==> src/rtl/lcd_pkg.sv <==
// Shared types and constants for the LCD bus decoder: FSM states, instruction
// opcode masks/values, display geometry and address-counter mapping helpers.
package lcd_pkg;

  typedef enum logic [1:0] {
    ST_IDLE  = 2'd0,
    ST_BUSY  = 2'd1,
    ST_CLEAR = 2'd2
  } lcd_state_e;

  localparam int unsigned LCD_COLS   = 16;
  localparam int unsigned LCD_DEPTH  = 2 * LCD_COLS;
  localparam int unsigned LCD_IDX_W  = $clog2(LCD_DEPTH);
  localparam int unsigned LCD_BYTE_W = 8;

  localparam logic [7:0] LCD_LINE1_BASE = 8'h00;
  localparam logic [7:0] LCD_LINE2_BASE = 8'h40;
  localparam logic [7:0] LCD_SPACE      = 8'h20;

  localparam logic [7:0] OP_SETAC_MASK = 8'h80, OP_SETAC_VAL = 8'h80;
  localparam logic [7:0] OP_CGRAM_MASK = 8'hC0, OP_CGRAM_VAL = 8'h40;
  localparam logic [7:0] OP_FUNC_MASK  = 8'hE0, OP_FUNC_VAL  = 8'h20;
  localparam logic [7:0] OP_DISP_MASK  = 8'hF8, OP_DISP_VAL  = 8'h08;
  localparam logic [7:0] OP_ENTRY_MASK = 8'hFC, OP_ENTRY_VAL = 8'h04;
  localparam logic [7:0] OP_HOME_MASK  = 8'hFE, OP_HOME_VAL  = 8'h02;
  localparam logic [7:0] OP_CLEAR_MASK = 8'hFF, OP_CLEAR_VAL = 8'h01;

  function automatic logic op_match(input logic [7:0] b, input logic [7:0] mask,
                                    input logic [7:0] val);
    return (b & mask) == val;
  endfunction

  // Buffer index -> AC value: bit 4 of the index selects the line base.
  function automatic logic [6:0] idx_to_ac(input logic [LCD_IDX_W-1:0] idx);
    return (idx[4] ? LCD_LINE2_BASE[6:0] : LCD_LINE1_BASE[6:0]) | 7'(idx[3:0]);
  endfunction

  // Only 0x00-0x0F and 0x40-0x4F address visible cells.
  function automatic logic ac_legal(input logic [6:0] ac);
    return ac[5:4] == 2'b00;
  endfunction

endpackage

==> src/rtl/lcd_ddram.sv <==
// 32x8 display buffer: one synchronous write port, one registered read port
// (read-before-write on an address collision).
module lcd_ddram
  import lcd_pkg::*;
(
  input  logic                  clk,
  input  logic                  rst,
  input  logic                  we_i,
  input  logic [LCD_IDX_W-1:0]  waddr_i,
  input  logic [LCD_BYTE_W-1:0] wdata_i,
  input  logic [LCD_IDX_W-1:0]  raddr_i,
  output logic [LCD_BYTE_W-1:0] rdata_o
);

  logic [LCD_BYTE_W-1:0] mem_q [LCD_DEPTH];
  logic [LCD_BYTE_W-1:0] rdata_q;

  always_ff @(posedge clk) begin
    if (we_i) mem_q[waddr_i] <= wdata_i;
  end

  always_ff @(posedge clk) begin
    if (rst) rdata_q <= '0;
    else     rdata_q <= mem_q[raddr_i];
  end

  assign rdata_o = rdata_q;

endmodule

==> src/rtl/lcd_bus_decoder.sv <==
// LCD controller bus decoder: accepts instruction/data writes into a 2x16 buffer.
// Define LCD_BUSY_EMU_EN to emulate post-write busy time (BUSY_CYCLES).
module lcd_bus_decoder
  import lcd_pkg::*;
#(
  parameter int unsigned BUSY_CYCLES = 40
) (
  input  logic                  clk,
  input  logic                  rst,
  input  logic                  lcd_enb,
  input  logic                  lcd_rs,
  input  logic                  lcd_rw,
  input  logic [LCD_BYTE_W-1:0] lcd_data,
  output logic [LCD_BYTE_W-1:0] lcd_rdata,
  output logic                  lcd_rdata_oe,
  input  logic [LCD_IDX_W-1:0]  rd_addr,
  output logic [LCD_BYTE_W-1:0] rd_char,
  output logic                  cmd_valid,
  output logic                  cmd_rs,
  output logic [LCD_BYTE_W-1:0] cmd_byte,
  output logic                  disp_on,
  output logic                  busy_viol,
  output logic                  addr_err
);

  if (BUSY_CYCLES == 0) begin : g_bad_busy_cycles
    $error("BUSY_CYCLES must be at least 1");
  end

`ifdef LCD_BUSY_EMU_EN
  localparam int unsigned BCW = (BUSY_CYCLES > 1) ? $clog2(BUSY_CYCLES) : 1;
  logic [BCW-1:0] busy_cnt_q, busy_cnt_d;
`endif

  lcd_state_e state_q, state_d;
  logic [LCD_IDX_W-1:0]  idx_q, idx_d, clr_cnt_q, clr_cnt_d;
  logic                  id_q, id_d, cgram_q, cgram_d, disp_q, disp_d;
  logic                  viol_q, viol_d, aerr_q, aerr_d, enb_q;
  logic                  cmd_valid_q, cmd_valid_d, cmd_rs_q, cmd_rs_d;
  logic [LCD_BYTE_W-1:0] cmd_byte_q, cmd_byte_d;

  logic                  strobe_c, we_c, busy_c, rd_cycle_c;
  logic [LCD_IDX_W-1:0]  waddr_c;
  logic [LCD_BYTE_W-1:0] wdata_c;

  assign strobe_c = enb_q & ~lcd_enb & ~lcd_rw;

  always_ff @(posedge clk) begin
    if (rst) begin
      state_q     <= ST_CLEAR;
      idx_q       <= '0;
      clr_cnt_q   <= '0;
      id_q        <= 1'b1;
      cgram_q     <= 1'b0;
      disp_q      <= 1'b0;
      viol_q      <= 1'b0;
      aerr_q      <= 1'b0;
      enb_q       <= 1'b0;
      cmd_valid_q <= 1'b0;
      cmd_rs_q    <= 1'b0;
      cmd_byte_q  <= '0;
`ifdef LCD_BUSY_EMU_EN
      busy_cnt_q  <= '0;
`endif
    end else begin
      state_q     <= state_d;
      idx_q       <= idx_d;
      clr_cnt_q   <= clr_cnt_d;
      id_q        <= id_d;
      cgram_q     <= cgram_d;
      disp_q      <= disp_d;
      viol_q      <= viol_d;
      aerr_q      <= aerr_d;
      enb_q       <= lcd_enb;
      cmd_valid_q <= cmd_valid_d;
      cmd_rs_q    <= cmd_rs_d;
      cmd_byte_q  <= cmd_byte_d;
`ifdef LCD_BUSY_EMU_EN
      busy_cnt_q  <= busy_cnt_d;
`endif
    end
  end

  always_comb begin
    state_d     = state_q;
    idx_d       = idx_q;
    clr_cnt_d   = clr_cnt_q;
    id_d        = id_q;
    cgram_d     = cgram_q;
    disp_d      = disp_q;
    viol_d      = viol_q;
    aerr_d      = aerr_q;
    cmd_valid_d = 1'b0;
    cmd_rs_d    = cmd_rs_q;
    cmd_byte_d  = cmd_byte_q;
    we_c        = 1'b0;
    waddr_c     = idx_q;
    wdata_c     = lcd_data;
`ifdef LCD_BUSY_EMU_EN
    busy_cnt_d  = busy_cnt_q;
`endif

    case (state_q)
      ST_IDLE: begin
        if (strobe_c) begin
          cmd_valid_d = 1'b1;
          cmd_rs_d    = lcd_rs;
          cmd_byte_d  = lcd_data;
`ifdef LCD_BUSY_EMU_EN
          state_d     = ST_BUSY;
          busy_cnt_d  = BCW'(BUSY_CYCLES - 1);
`endif
          if (lcd_rs) begin
            // Natural 5-bit wrap gives the required line-to-line ordering.
            if (!cgram_q) begin
              we_c  = 1'b1;
              idx_d = id_q ? idx_q + 5'd1 : idx_q - 5'd1;
            end
          end else if (op_match(lcd_data, OP_SETAC_MASK, OP_SETAC_VAL)) begin
            cgram_d = 1'b0;
            if (ac_legal(lcd_data[6:0])) idx_d  = {lcd_data[6], lcd_data[3:0]};
            else                         aerr_d = 1'b1;
          end else if (op_match(lcd_data, OP_CGRAM_MASK, OP_CGRAM_VAL)) begin
            cgram_d = 1'b1;
          end else if (op_match(lcd_data, OP_FUNC_MASK, OP_FUNC_VAL)) begin
            cgram_d = cgram_q;
          end else if (op_match(lcd_data, OP_DISP_MASK, OP_DISP_VAL)) begin
            disp_d = lcd_data[2];
          end else if (op_match(lcd_data, OP_ENTRY_MASK, OP_ENTRY_VAL)) begin
            id_d = lcd_data[1];
          end else if (op_match(lcd_data, OP_HOME_MASK, OP_HOME_VAL)) begin
            idx_d = '0;
          end else if (op_match(lcd_data, OP_CLEAR_MASK, OP_CLEAR_VAL)) begin
            state_d   = ST_CLEAR;
            clr_cnt_d = '0;
            cgram_d   = 1'b0;
          end
        end
      end

      ST_CLEAR: begin
        if (strobe_c) viol_d = 1'b1;
        we_c    = 1'b1;
        waddr_c = clr_cnt_q;
        wdata_c = LCD_SPACE;
        if (clr_cnt_q == LCD_IDX_W'(LCD_DEPTH - 1)) begin
          state_d = ST_IDLE;
          idx_d   = '0;
          id_d    = 1'b1;
        end else begin
          clr_cnt_d = clr_cnt_q + 5'd1;
        end
      end

`ifdef LCD_BUSY_EMU_EN
      ST_BUSY: begin
        if (strobe_c) viol_d = 1'b1;
        if (busy_cnt_q == '0) state_d    = ST_IDLE;
        else                  busy_cnt_d = busy_cnt_q - BCW'(1);
      end
`endif

      default: state_d = ST_IDLE;
    endcase
  end

  lcd_ddram u_ddram (
    .clk     (clk),
    .rst     (rst),
    .we_i    (we_c),
    .waddr_i (waddr_c),
    .wdata_i (wdata_c),
    .raddr_i (rd_addr),
    .rdata_o (rd_char)
  );

  // Status read is combinational on the live bus; RS=1 reads drive zero.
  assign busy_c       = (state_q != ST_IDLE);
  assign rd_cycle_c   = lcd_enb & lcd_rw;
  assign lcd_rdata_oe = rd_cycle_c;
  assign lcd_rdata    = (rd_cycle_c && !lcd_rs) ? {busy_c, idx_to_ac(idx_q)} : 8'h00;

  assign cmd_valid = cmd_valid_q;
  assign cmd_rs    = cmd_rs_q;
  assign cmd_byte  = cmd_byte_q;
  assign disp_on   = disp_q;
  assign busy_viol = viol_q;
  assign addr_err  = aerr_q;

endmodule

==> config.mk <==
export PLATFORM = sky130hd
export DESIGN_NAME = lcd_bus_decoder
export DESIGN_NICKNAME = d
export VERILOG_FILES = /design/src/rtl/lcd_pkg.sv /design/src/rtl/lcd_ddram.sv /design/src/rtl/lcd_bus_decoder.sv
export SDC_FILE = /design/constraint.sdc
export NUM_CORES = 1
export LEC_CHECK = 0
export CORE_ASPECT_RATIO = 1.4
export CORE_MARGIN = 2
export CORE_UTILIZATION = 55
export DETAILED_ROUTE_END_ITERATION = 12
export MAX_ROUTING_LAYER = met4
export PLACE_DENSITY = 0.69
export SETUP_SLACK_MARGIN = 0.1
export SLEW_MARGIN = 10
export SYNTH_ARGS = -nofsm -noshare
export SYNTH_HDL_FRONTEND = slang
export SYNTH_HIERARCHICAL = 1
export SYNTH_SLANG_ARGS = --single-unit
==> constraint.sdc <==
create_clock -name clk -period 3 [get_ports clk]
set_input_delay 0.3 -clock clk [delete_from_list [all_inputs] [get_ports clk]]
set_output_delay 0.3 -clock clk [all_outputs]
set_load 0.02 [all_outputs]
=== Word-level counts from Yosys, hierarchy flattened ===
Memory sizes are Yosys's and may differ from the RTL's. A register that Yosys moved wholly into a read port is not among the register bits.
Cells that the tools add are included.

* Eq/ne operators: 31
* Bitwise logic cells: 12
* Reductions and logical operators: 17
* Mux-type cells: 62
* $add $sub $neg: 3

{| class="wikitable"
|+ Operators by type and width
! kind !! count
|-
| $mux W5 || 23
|-
| $ne A2 B2 Y1 const B || 12
|-
| $ne A4 B4 Y1 const B || 6
|-
| $mux W1 || 21
|-
| $mux W2 || 10
|-
| $pmux W5 S2 || 2
|-
| $reduce_and A10 Y1 || 2
|-
| $mux W8 || 2
|-
| $ne A3 B3 Y1 const B || 5
|-
| $reduce_and A11 Y1 || 1
|-
| $add A5 B1 Y5 const B || 2
|-
| $reduce_and A9 Y1 || 1
|-
| $eq A8 B1 Y1 const B || 1
|-
| $not A1 Y1 || 8
|-
| $reduce_and A8 Y1 || 1
|-
| $eq A7 B1 Y1 const B || 1
|-
| $mux W7 || 1
|-
| $or A7 B4 Y7 || 1
|-
| $reduce_and A7 Y1 || 1
|-
| $eq A6 B1 Y1 const B || 1
|-
| $eq A5 B1 Y1 const B || 1
|-
| $eq A5 B5 Y1 const B || 1
|-
| $reduce_and A5 Y1 || 1
|-
| $sub A5 B1 Y5 const B || 1
|-
| other kinds (13) || 19
|}

* Bits in registers: 28
* Input port bits: 18
* Memories kept: 1
* RAM bits: 256

{| class="wikitable"
|+ Memory list
! name !! words !! bits a word !! read ports !! clocked after Yosys merged registers in !! wr ports !! RTL line !! text
|-
| u_ddram.mem_q || 32 || 8 || 1 || 1 || 1 || lcd_ddram.sv:15 || <nowiki>logic [LCD_BYTE_W-1:0] mem_q [LCD_DEPTH];</nowiki>
|}

=== Depth between registers and ports, before layout ===
* Depth in word-level cells: 11
* Gate-level depth with buffers: 7

=== Hierarchy ===
Netlist, hierarchy kept.

{| class="wikitable"
|+ Modules (own cells, without submodules)
! module !! sequential area each (µm²) !! instances !! area each (µm²) !! cells each
|-
| lcd_ddram || 7847.5 || 1 || 10387.5 || 472
|-
| lcd_bus_decoder || 540.5 || 1 || 1555.2 || 185
|}

=== Worst setup path before layout ===
Ideal clock, no wire load.

* Kind: reg-to-reg
* Start: reg state_q[1]
* End: mem u_ddram.mem_q[0][0], enable pin
* Period minus slack after synthesis: 2.559 ns
* Buffers on the path: 4
* Cell stages (with the launch flop): 8
* Arrival time: 2.189 ns
* Data required time: 2.630 ns
* Slack: 0.441 ns
* Cell sequence: dfxtp_1 buf_6 clkbuf_1 clkbuf_1 a31o_2 or3b_2 clkbuf_1 nor2_1

* Longest elaborated chain between the ends: 4

{| class="wikitable"
|+ RTL lines
! what !! RTL line !! text
|-
| start, declared || lcd_bus_decoder.sv:35 || <nowiki>lcd_state_e state_q, state_d;</nowiki>
|-
| start signal, assigned || lcd_bus_decoder.sv:66 || <nowiki>state_q <= state_d;</nowiki>
|-
| $eq A2 B2 Y1 / $logic_not A2 Y1 (equally long branches) || lcd_bus_decoder.sv:103 || <nowiki>case (state_q)</nowiki>
|-
| $pmux W1 S2 * || lcd_bus_decoder.sv:103 ||
|-
| via we_c || lcd_bus_decoder.sv:42 || <nowiki>logic strobe_c, we_c, busy_c, rd_cycle_c;</nowiki>
|-
| $mux W1 * || lcd_ddram.sv:19 || <nowiki>if (we_i) mem_q[waddr_i] <= wdata_i;</nowiki>
|-
| $mux W1 (not written as such) * || lcd_ddram.sv:19 ||
|-
| end, declared || lcd_ddram.sv:15 ||
|}

The timed path passes the listed nets; every way through them passes the cells marked *.

=== Worst setup path in the final report ===
* Start: reg state_q[1]
* End: out lcd_rdata[7]

* Longest elaborated chain between the ends: 2

{| class="wikitable"
|+ RTL lines
! what !! RTL line !! text
|-
| $reduce_bool A2 Y1 || lcd_bus_decoder.sv:178 || <nowiki>assign busy_c = (state_q != ST_IDLE);</nowiki>
|-
| $mux W8 || lcd_bus_decoder.sv:181 || <nowiki>assign lcd_rdata = (rd_cycle_c && !lcd_rs) ? {busy_c, idx_to_ac(idx_q)} : 8'h00;</nowiki>
|-
| end, declared || lcd_bus_decoder.sv:14 || <nowiki>output logic [LCD_BYTE_W-1:0] lcd_rdata,</nowiki>
|}

No other way between the ends.

==> impl_metrics.ini <==
[clocking]
cts_hold_repair.buffers = 0
clk_pin_slew_worst_paths_ps = 60
cts.sink_count = 291
post_cts_gate_resize_count = 0
cts_tree = done
clock_insertion_delay_worst_skew_ps = 530
post_cts.repair.setup_buffers = 0
clock_tree.buffer_depth = 3
cts_max_level = 1
tritoncts.num_buffers = 27
cts_root_cell = sky130_fd_sc_hd__clkbuf_16

[sta]
tns_ps = 0
worst-slew-pin-transition_ps = 721
rsz0062_at_grt = no
hold_violations = 0
final_max_slew_viol_count = 0
fmaxAchievable_mhz = 418
post-route-period-util_pct = 79.8
finalClockSkew_ps = 8.88
max_slew_margin_pct = 51.5
final-setup-viol-count = 0
min_period_ps = 2390
final_hold_slack_ps = 399

[worst_setup_path]
timing.critical_path.slowest_cell_delay_ps = 600
cp.depth = 3
critical-path-top-delay-family = buffers and inverters
critPathArrivalTime_ps = 2090
worst_ep_required_time_ps = 2700
setup.reg_to_reg.worst_slack_ps = 780
timing_worst_setup_path_type = register to output port
cpMaxStageDelayCell = sky130_fd_sc_hd__clkdlybuf4s50_1
crit_path_start_kind = register
worstPathCellList = buf_4 -> and3_1 -> clkdlybuf4s50_1
critical_path.n_buffers_inverters = 2
endpoint_kind = output port
worstRegToRegCells = 5
critical_path.max_fanout = 20

[floorplanning]
dieArea_sq_um = 22900
initial_utilization_pct = 56.1
die_width_um = 129
num_io_pins = 48
core.rowCount = 63
coreArea_sq_um = 21300
chipHeight_um = 178

[final_layout]
finalNonFillerCells = 1025
areaGrowthSynthToFinish_pct = 14.4
final_cell_mix = sky130_fd_sc_hd__edfxtp_1 (256), sky130_fd_sc_hd__buf_4 (47), sky130_fd_sc_hd__nor2_1 (44)
post_route_cells_drive_above_1_share_pct = 17.9
fin_area_sq_um = 13700
n_antenna_cell = 0
fin_nets = 769
finish.utilization_pct = 64.2
layout.cells.most_common = sky130_fd_sc_hd__edfxtp_1

[synthesis]
ys_ff_latch = 291
synth.yosys.warnings = 6
mappedNetlistArea_sq_um = 11900
post_synth_edffs = 256
yosysSeqAreaShare_pct = 70.2
async_flop_share_pct = 0
synth_ff_type = sky130_fd_sc_hd__edfxtp_1
synthCells = 657
synth_unique_cells = 61
synth.avg_cell_area_sq_um = 18.2

[detailed_routing]
routedWlPerCell_um = 24.6
drt_iter0_markers = 616
detailedRoute.firstPassIterationCount = 5
drt_drc_violations_left = 0
num_vias = 6318
postRouteAntennaNets = 0
detail_route.wirelength_um = 25300
routed_via_density = 6.16

[hold_path]
min-delay-path-class = input port to register
min_delay_path_depth = 3

[run]
drv_cap = 0

[global_route]
grt_start_max_net_pins = 65
number_of_antenna_violations_at_the_first_check_in_global_routing = 0
track_usage_pct = 23.4
grt_pass1_wl_um = 38700
first_global_vias = 6531
grt-ovfl-total = 0

[power_and_ir_drop]
cellLeakagePower_nw = 4.78
ir_drop_uv = 459
cellPowerDensity_nw_per_um2 = 597

[placement]
port_buffers = 45
dpl_cell_area_sq_um = 12800
placed_cells_incl_taps = 976
dpl.hpwl_um = 16200
globalplace.congestion = 0.890

[run_status]
status = complete, no violations
cell families after synthesis:
kind of cell / Yosys count / share of synthesized area, %
flip-flops: 291 / 70.2
multiplexers: 100 / 15.5
buffers and inverters: 44 / 3.02
XOR/XNOR: 2 / 0.147
AO/OA/AOI/OAI: 77 / 4.57
AND/OR/NAND/NOR: 136 / 5.86
adder cells (fa/ha/maj): 6 / 0.691
other: 1 / 0.0314
Yosys cell counts, drive strengths merged, types with 2 or more instances:
cell type / n / share of area, %
o2111ai: 2 / 0.15
mux4: 56 / 12
clkbuf: 13 / 0.74
o2bb2ai: 2 / 0.15
buf: 21 / 1.9
a221oi: 6 / 0.44
nand2: 36 / 1.1
and4: 2 / 0.15
a211oi: 2 / 0.13
nor4b: 2 / 0.27
edfxtp: 256 / 64
o211a: 2 / 0.17
nor2b: 12 / 0.63
nor3b: 3 / 0.23
inv: 8 / 0.25
nand3: 6 / 0.25
and2: 2 / 0.12
ha: 5 / 0.52
nand3b: 7 / 0.44
nand4: 2 / 0.10
or3b: 3 / 0.22
a22o: 2 / 0.15
dfxtp: 35 / 5.9
a31oi: 8 / 0.42
a21oi: 19 / 0.83
o21ai: 11 / 0.46
nor3: 3 / 0.13
a21boi: 2 / 0.13
nor2: 44 / 1.4
xnor2: 2 / 0.15
mux2: 7 / 0.66
a22oi: 8 / 0.50
a221o: 8 / 0.67
mux2i: 37 / 3.1
and3: 8 / 0.42
report_power, final:
| group | switching (W) | internal, W |
|---|---|---|
| sequential | 0.0000150 | 0.00439 |
| combinational | 0.000225 | 0.000183 |
| clock | 0.00142 | 0.00193 |
| total | 0.00166 | 0.00650 |
flip-flops by register name (all words and copies together), names as in the netlist:
register         flops
id_q                 1
u_ddram/mem_q      256
addr_err             1
cgram_q              1
busy_viol            1
idx_q                5
state_q              1
disp_on              1
cmd_rs               1
clr_cnt_q            5
cmd_byte             8
u_ddram/rdata_o      8
cmd_valid            1
enb_q                1
routing by layer:
| layer | share of wire [%] | GRT usage (%) | vias up | wire length, um |
|---|---|---|---|---|
| met5 | 0 | - | - | 0 |
| met4 | 2.9 | 6.84 | 0 | 736 |
| met3 | 4.8 | 2.73 | 44 | 1210 |
| met2 | 54 | 41.3 | 217 | 13700 |
| met1 | 38 | 28.6 | 3218 | 9620 |
| li1 | - | - | 2839 | - |
layout make-up:
type / count / area [sq um]
timing repair buffer: 94 / 833
fill: 1461 / 7620
sequential: 291 / 8390
clock buffer: 40 / 797
tap: 260 / 325
multi-input combinational: 323 / 3220
clock inverter: 9 / 77.6
inverter: 8 / 30.0
worst register-to-register path, stage by stage (launching register included):
cell and delay, ps:
sky130_fd_sc_hd__dfxtp_1 440, sky130_fd_sc_hd__buf_4 320, sky130_fd_sc_hd__a31o_2 200, sky130_fd_sc_hd__or3b_2 600, sky130_fd_sc_hd__nor2_1 170, sky130_fd_sc_hd__buf_4 200
final timing paths:
| path | start | end |
|---|---|---|
| setup / recovery | state_q[1] | lcd_rdata[7] |
| hold / removal | lcd_data[7] | cmd_byte[7] |
| setup reg to reg | state_q[1] | u_ddram/mem_q[16][6] |
| hold reg to reg | cmd_byte[1] | cmd_byte[1] |
stage by stage:
step,setup WS (ps),total power (W)
after floorplan,441,0.00477
after global placement,555,0.00489
after detailed placement,459,0.00490
after CTS,593,0.00821
after global routing,477,0.00842
final,607,0.00816
No activity file was read; power rests on OpenSTA's default activity.
==> RTL edit 1: new RTL, same settings <==
Build with the macro `LCD_BUSY_EMU_EN` defined.
--- a/src/rtl/lcd_bus_decoder.sv
+++ b/src/rtl/lcd_bus_decoder.sv
@@ -1,5 +1,7 @@
 // LCD controller bus decoder: accepts instruction/data writes into a 2x16 buffer.
 // Define LCD_BUSY_EMU_EN to emulate post-write busy time (BUSY_CYCLES).
+`define LCD_BUSY_EMU_EN
+
 module lcd_bus_decoder
   import lcd_pkg::*;
 #(
Formal check against the unedited RTL: same outputs for any inputs over 10 cycles, from zero or initial values and one cycle with rst high; that may be too few to reach the edited logic, so the function may still have changed.
==> RTL edit 1 against the unedited design <==
Via count up 12%. Cell count up 13%. Setup slack got worse by 0.088 ns. Wire length up 8.7%. Sequential share of layout area is 2.1 points lower. Maximum frequency down 3.5%. Sequential cell count rose by 7. Design area increased by 5.3%. Die area is 5.3% higher. Synthesized area is 5.5% higher. Clock skew increased by 0.010 ns.
Power is not compared: it rests on default switching activity, and its combinational part moved more than twofold at a synthesized area within 25%.
==> RTL edit 1: results (changes against the unedited design) <==
Synth area leaders edfxtp_1 (61%), mux4_1 (7.5%), dfxtp_1 (6.7%), mux4_2 (3.6%), mux2i_1 (2.8%) (was edfxtp_1 (64%), mux4_1 (7.9%), dfxtp_1 (5.9%), mux4_2 (3.8%), mux2i_1 (3.1%)); multiplexer area fraction after synthesis 0.144 (was 0.155); WL final 27400 um (was 25300 um); pin count of the biggest net entering global routing 33 (was 65); DRT iter0 DRCs 667 (was 616); placed cell area 0.0136 mm^2 (was 0.0128 mm^2); xor/xnor share of the synthesized area 0.00209 (was 0.00147); Placed Cells 1106 (was 976); share of layout cells above drive strength 1 0.178 (was 0.179); clock skew 0.0189 ns (was 0.00888 ns); complex-gate fraction of the synthesized area 0.0603 (was 0.0457); Post-synth top cells edfxtp_1 (256), nor2_1 (49), dfxtp_1 (42) (was edfxtp_1 (256), nor2_1 (44), mux2i_1 (37)); register area share after synthesis 0.677 (was 0.702); vias in the first global route 7253 (was 6531); first-pass GRT wire length 42300 um (was 38700 um); met3 layer usage reported by global route 0.0246 (was 0.0273); hold path startpoint lcd_data[0] (was lcd_data[7]); CP max stage delay 0.63 ns (was 0.60 ns); Crit Path Max Fanout 14 (was 20); status completed (unchanged); Final GP Congestion 0.886 (was 0.890); WP data arrival 2.18 ns (was 2.09 ns); met1 usage 0.276 (was 0.286); routed len/inst 23.8 um (was 24.6 um); relative slew slack 0.442 (was 0.515); WL met3 1300 um (was 1210 um); met1 WL 10400 um (was 9620 um); DR vias/cell 6.12 (was 6.16); Final nets 862 (was 769); library cells used by synthesis 75 (was 61); Synth Instances 741 (was 657); met2 wire len 14600 um (was 13700 um); met2 usage 0.425 (was 0.413); total track usage 0.239 (was 0.234)
RTL edit 1: cell count changes after synthesis, sizes merged, moves of 7 or more:
cell and delta:
inv +7, and3 -7, o21ai +9, dfxtp +7
a21oi +7
RTL edit 1: where the power goes:
| group | total (mW) | switching (mW) | internal, mW |
|---|---|---|---|
| Combinational | 1.29 | 0.827 | 0.461 |
| Sequential | 4.95 | 0.0814 | 4.87 |
| Clock | 3.19 | 1.45 | 1.74 |
| Total | 9.43 | 2.36 | 7.07 |
RTL edit 1: logic make-up (layout without fill, tap and decap cells):
family                   count (synthesis)  count (layout)
AO/OA/AOI/OAI                          110             110
XOR/XNOR                                 3               3
adder cells (fa/ha/maj)                 10              10
buffers and inverters                   55             167
flip-flops                             298             298
multiplexers                            97              97
other                                    1               2
AND/OR/NAND/NOR                        167             167
RTL edit 1: layout make-up:
cell class                      count  area (um^2)
Timing Repair Buffer              103          913
Clock buffer                       30          687
Inverter                           15         56.3
Sequential cell                   298         8530
Tap cell                          301          377
Fill cell                        1574         8130
Clock inverter                     19          129
Multi-Input combinational cell    389         3700
RTL edit 1: worst reg2reg max path, stage by stage (launching register included):
cell	delay (ns)
dfxtp_1	0.33
inv_1	0.08
ha_1	0.37
mux2_2	0.41
nand3b_1	0.48
nor2_1	0.29
buf_4	0.22
RTL edit 1: worst paths after layout:
path / end / slack, ns / cells after the start
min reg2reg: cmd_byte[2]$_SDFFE_PP0P_ / 0.47 / 2
min: cmd_byte[0]$_SDFFE_PP0P_ / 0.42 / 3
max reg2reg: u_ddram/mem_q[14][7]$_DFFE_PP_ / 0.54 / 6
max: lcd_rdata[7] / 0.52 / 5
==> RTL edit 2: new RTL, config.mk and constraints unchanged <==
Made on the original files. `cmd_byte_q` no longer has a reset.
--- a/src/rtl/lcd_bus_decoder.sv
+++ b/src/rtl/lcd_bus_decoder.sv
@@ -58,7 +58,6 @@
       enb_q       <= 1'b0;
       cmd_valid_q <= 1'b0;
       cmd_rs_q    <= 1'b0;
-      cmd_byte_q  <= '0;
 `ifdef LCD_BUSY_EMU_EN
       busy_cnt_q  <= '0;
 `endif
@@ -74,11 +73,14 @@
       enb_q       <= lcd_enb;
       cmd_valid_q <= cmd_valid_d;
       cmd_rs_q    <= cmd_rs_d;
-      cmd_byte_q  <= cmd_byte_d;
 `ifdef LCD_BUSY_EMU_EN
       busy_cnt_q  <= busy_cnt_d;
 `endif
     end
+  end
+
+  always_ff @(posedge clk) begin
+    cmd_byte_q <= cmd_byte_d;
   end
 
   always_comb begin
Behaviour: same outputs for any inputs over 10 cycles, from zero or initial values and one cycle with rst high; that may be too few to reach the edited logic, so the function may still have changed.
==> RTL edit 2 against the unedited design <==
Via count barely moved. Setup slack got worse by 0.040 ns. Wire length fell by 0.65%. Power rose by 0.54%. Hold slack improved by 0.050 ns. Design area rose by 0.37%. Cell count fell by 0.98%. Synthesized area barely moved. Sequential cell count did not move. Critical path type unchanged.
==> RTL edit 2: results (changes against the unedited design) <==
Final nets 759 (was 769); vias in the first global route 6560 (was 6531); pin count of the biggest net entering global routing 59 (was 65); CTS root buf clkbuf_16 (unchanged); Hold WS 0.449 ns (was 0.399 ns); register area share after synthesis 0.708 (was 0.702); Crit Path Max Fanout 25 (was 20); Post-synth top cells edfxtp_1 (264), nor2_1 (46), mux2i_1 (37) (was edfxtp_1 (256), nor2_1 (44), mux2i_1 (37)); share of layout cells above drive strength 1 0.187 (was 0.179); peak supply drop 427 uV (was 459 uV); end of the worst register-to-register path u_ddram/mem_q[12][7]$_DFFE_PP_ (was u_ddram/mem_q[16][6]$_DFFE_PP_); Adder-Cell Fraction of Synth Area 0.00691 (about the same); reg2reg setup slack 0.74 ns (was 0.78 ns); placed cell area 0.0128 mm^2 (about the same); WL final 25100 um (was 25300 um); multiplexer area fraction after synthesis 0.152 (was 0.155); hold path startpoint lcd_data[4] (was lcd_data[7]); Worst Slack Setup Final 0.568 ns (was 0.607 ns); DRT iter0 DRCs 612 (was 616); total track usage 0.232 (was 0.234); Hold EP cmd_byte[4]$_DFFE_PN_ (was cmd_byte[7]$_SDFFE_PP0N_); complex-gate fraction of the synthesized area 0.0456 (was 0.0457); pre-CTS WS 0.479 ns (was 0.459 ns); clock skew 0.0106 ns (was 0.00888 ns); Placed Cells 966 (was 976); WP data arrival 2.13 ns (was 2.09 ns); synthesized area per cell 18.7 um^2 (was 18.2 um^2); xor/xnor share of the synthesized area 0.00147 (about the same); Post-synth EDFFs 264 (was 256); worst hold stages 1 (was 3); Vias 6317 (was 6318); first-pass GRT wire length 38500 um (was 38700 um); Synth area leaders edfxtp_1 (66%), mux4_1 (7.9%), dfxtp_1 (4.5%), mux4_2 (3.8%), mux2i_1 (3.1%) (was edfxtp_1 (64%), mux4_1 (7.9%), dfxtp_1 (5.9%), mux4_2 (3.8%), mux2i_1 (3.1%)); DR vias/cell 6.22 (was 6.16); fillers 1451 (was 1461); status completed (unchanged)
-- RTL edit 2: cell count changes after synthesis, moves of 3 or more --
| cell | delta |
|---|---|
| edfxtp_1 | +8 |
| o21ai_1 | +3 |
| mux2_1 | +3 |
| a21oi_1 | -8 |
| clkbuf_1 | -3 |
| mux2_2 | -6 |
| nand2_1 | -19 |
| a21o_1 | +4 |
| dfxtp_1 | -8 |
| o211ai_1 | +6 |
| nand2b_1 | +4 |
-- RTL edit 2: cells by family after synthesis --
group | Yosys count
multiplexers | 97
XOR/XNOR | 2
other | 1
AO/OA/AOI/OAI | 75
AND/OR/NAND/NOR | 127
flip-flops | 291
adder cells (fa/ha/maj) | 6
buffers and inverters | 41
-- RTL edit 2: layout make-up --
class / instances / area (um^2) / area share
sequential: 291 / 8470 / 0.617
timing repair buffer: 98 / 851 / 0.0620
clock buffer: 31 / 691 / 0.0504
tap: 260 / 325 / 0.0237
multi-input combinational: 309 / 3160 / 0.231
clock inverter: 18 / 188 / 0.0137
inverter: 8 / 30.0 / 0.00219
-- RTL edit 2: where the power goes --
part           switching [mW]  internal, mW  total [mW]
Sequential             0.0157          4.41        4.43
Clock                    1.44          1.93        3.37
Combinational           0.230         0.182       0.412
-- RTL edit 2: routing by layer --
metal / vias to the layer above / GRT usage / wire length, um
li1: 2814 / - / -
met1: 3238 / 0.288 / 9850
met2: 221 / 0.408 / 13500
met3: 44 / 0.0222 / 1130
met4: 0 / 0.0716 / 641
met5: - / - / 0
-- RTL edit 2: worst max-delay path: stages (launching register included) --
cell             delay [ns]
dfxtp_1                0.45
buf_4                  0.35
and3_1                 0.20
clkdlybuf4s50_1        0.60
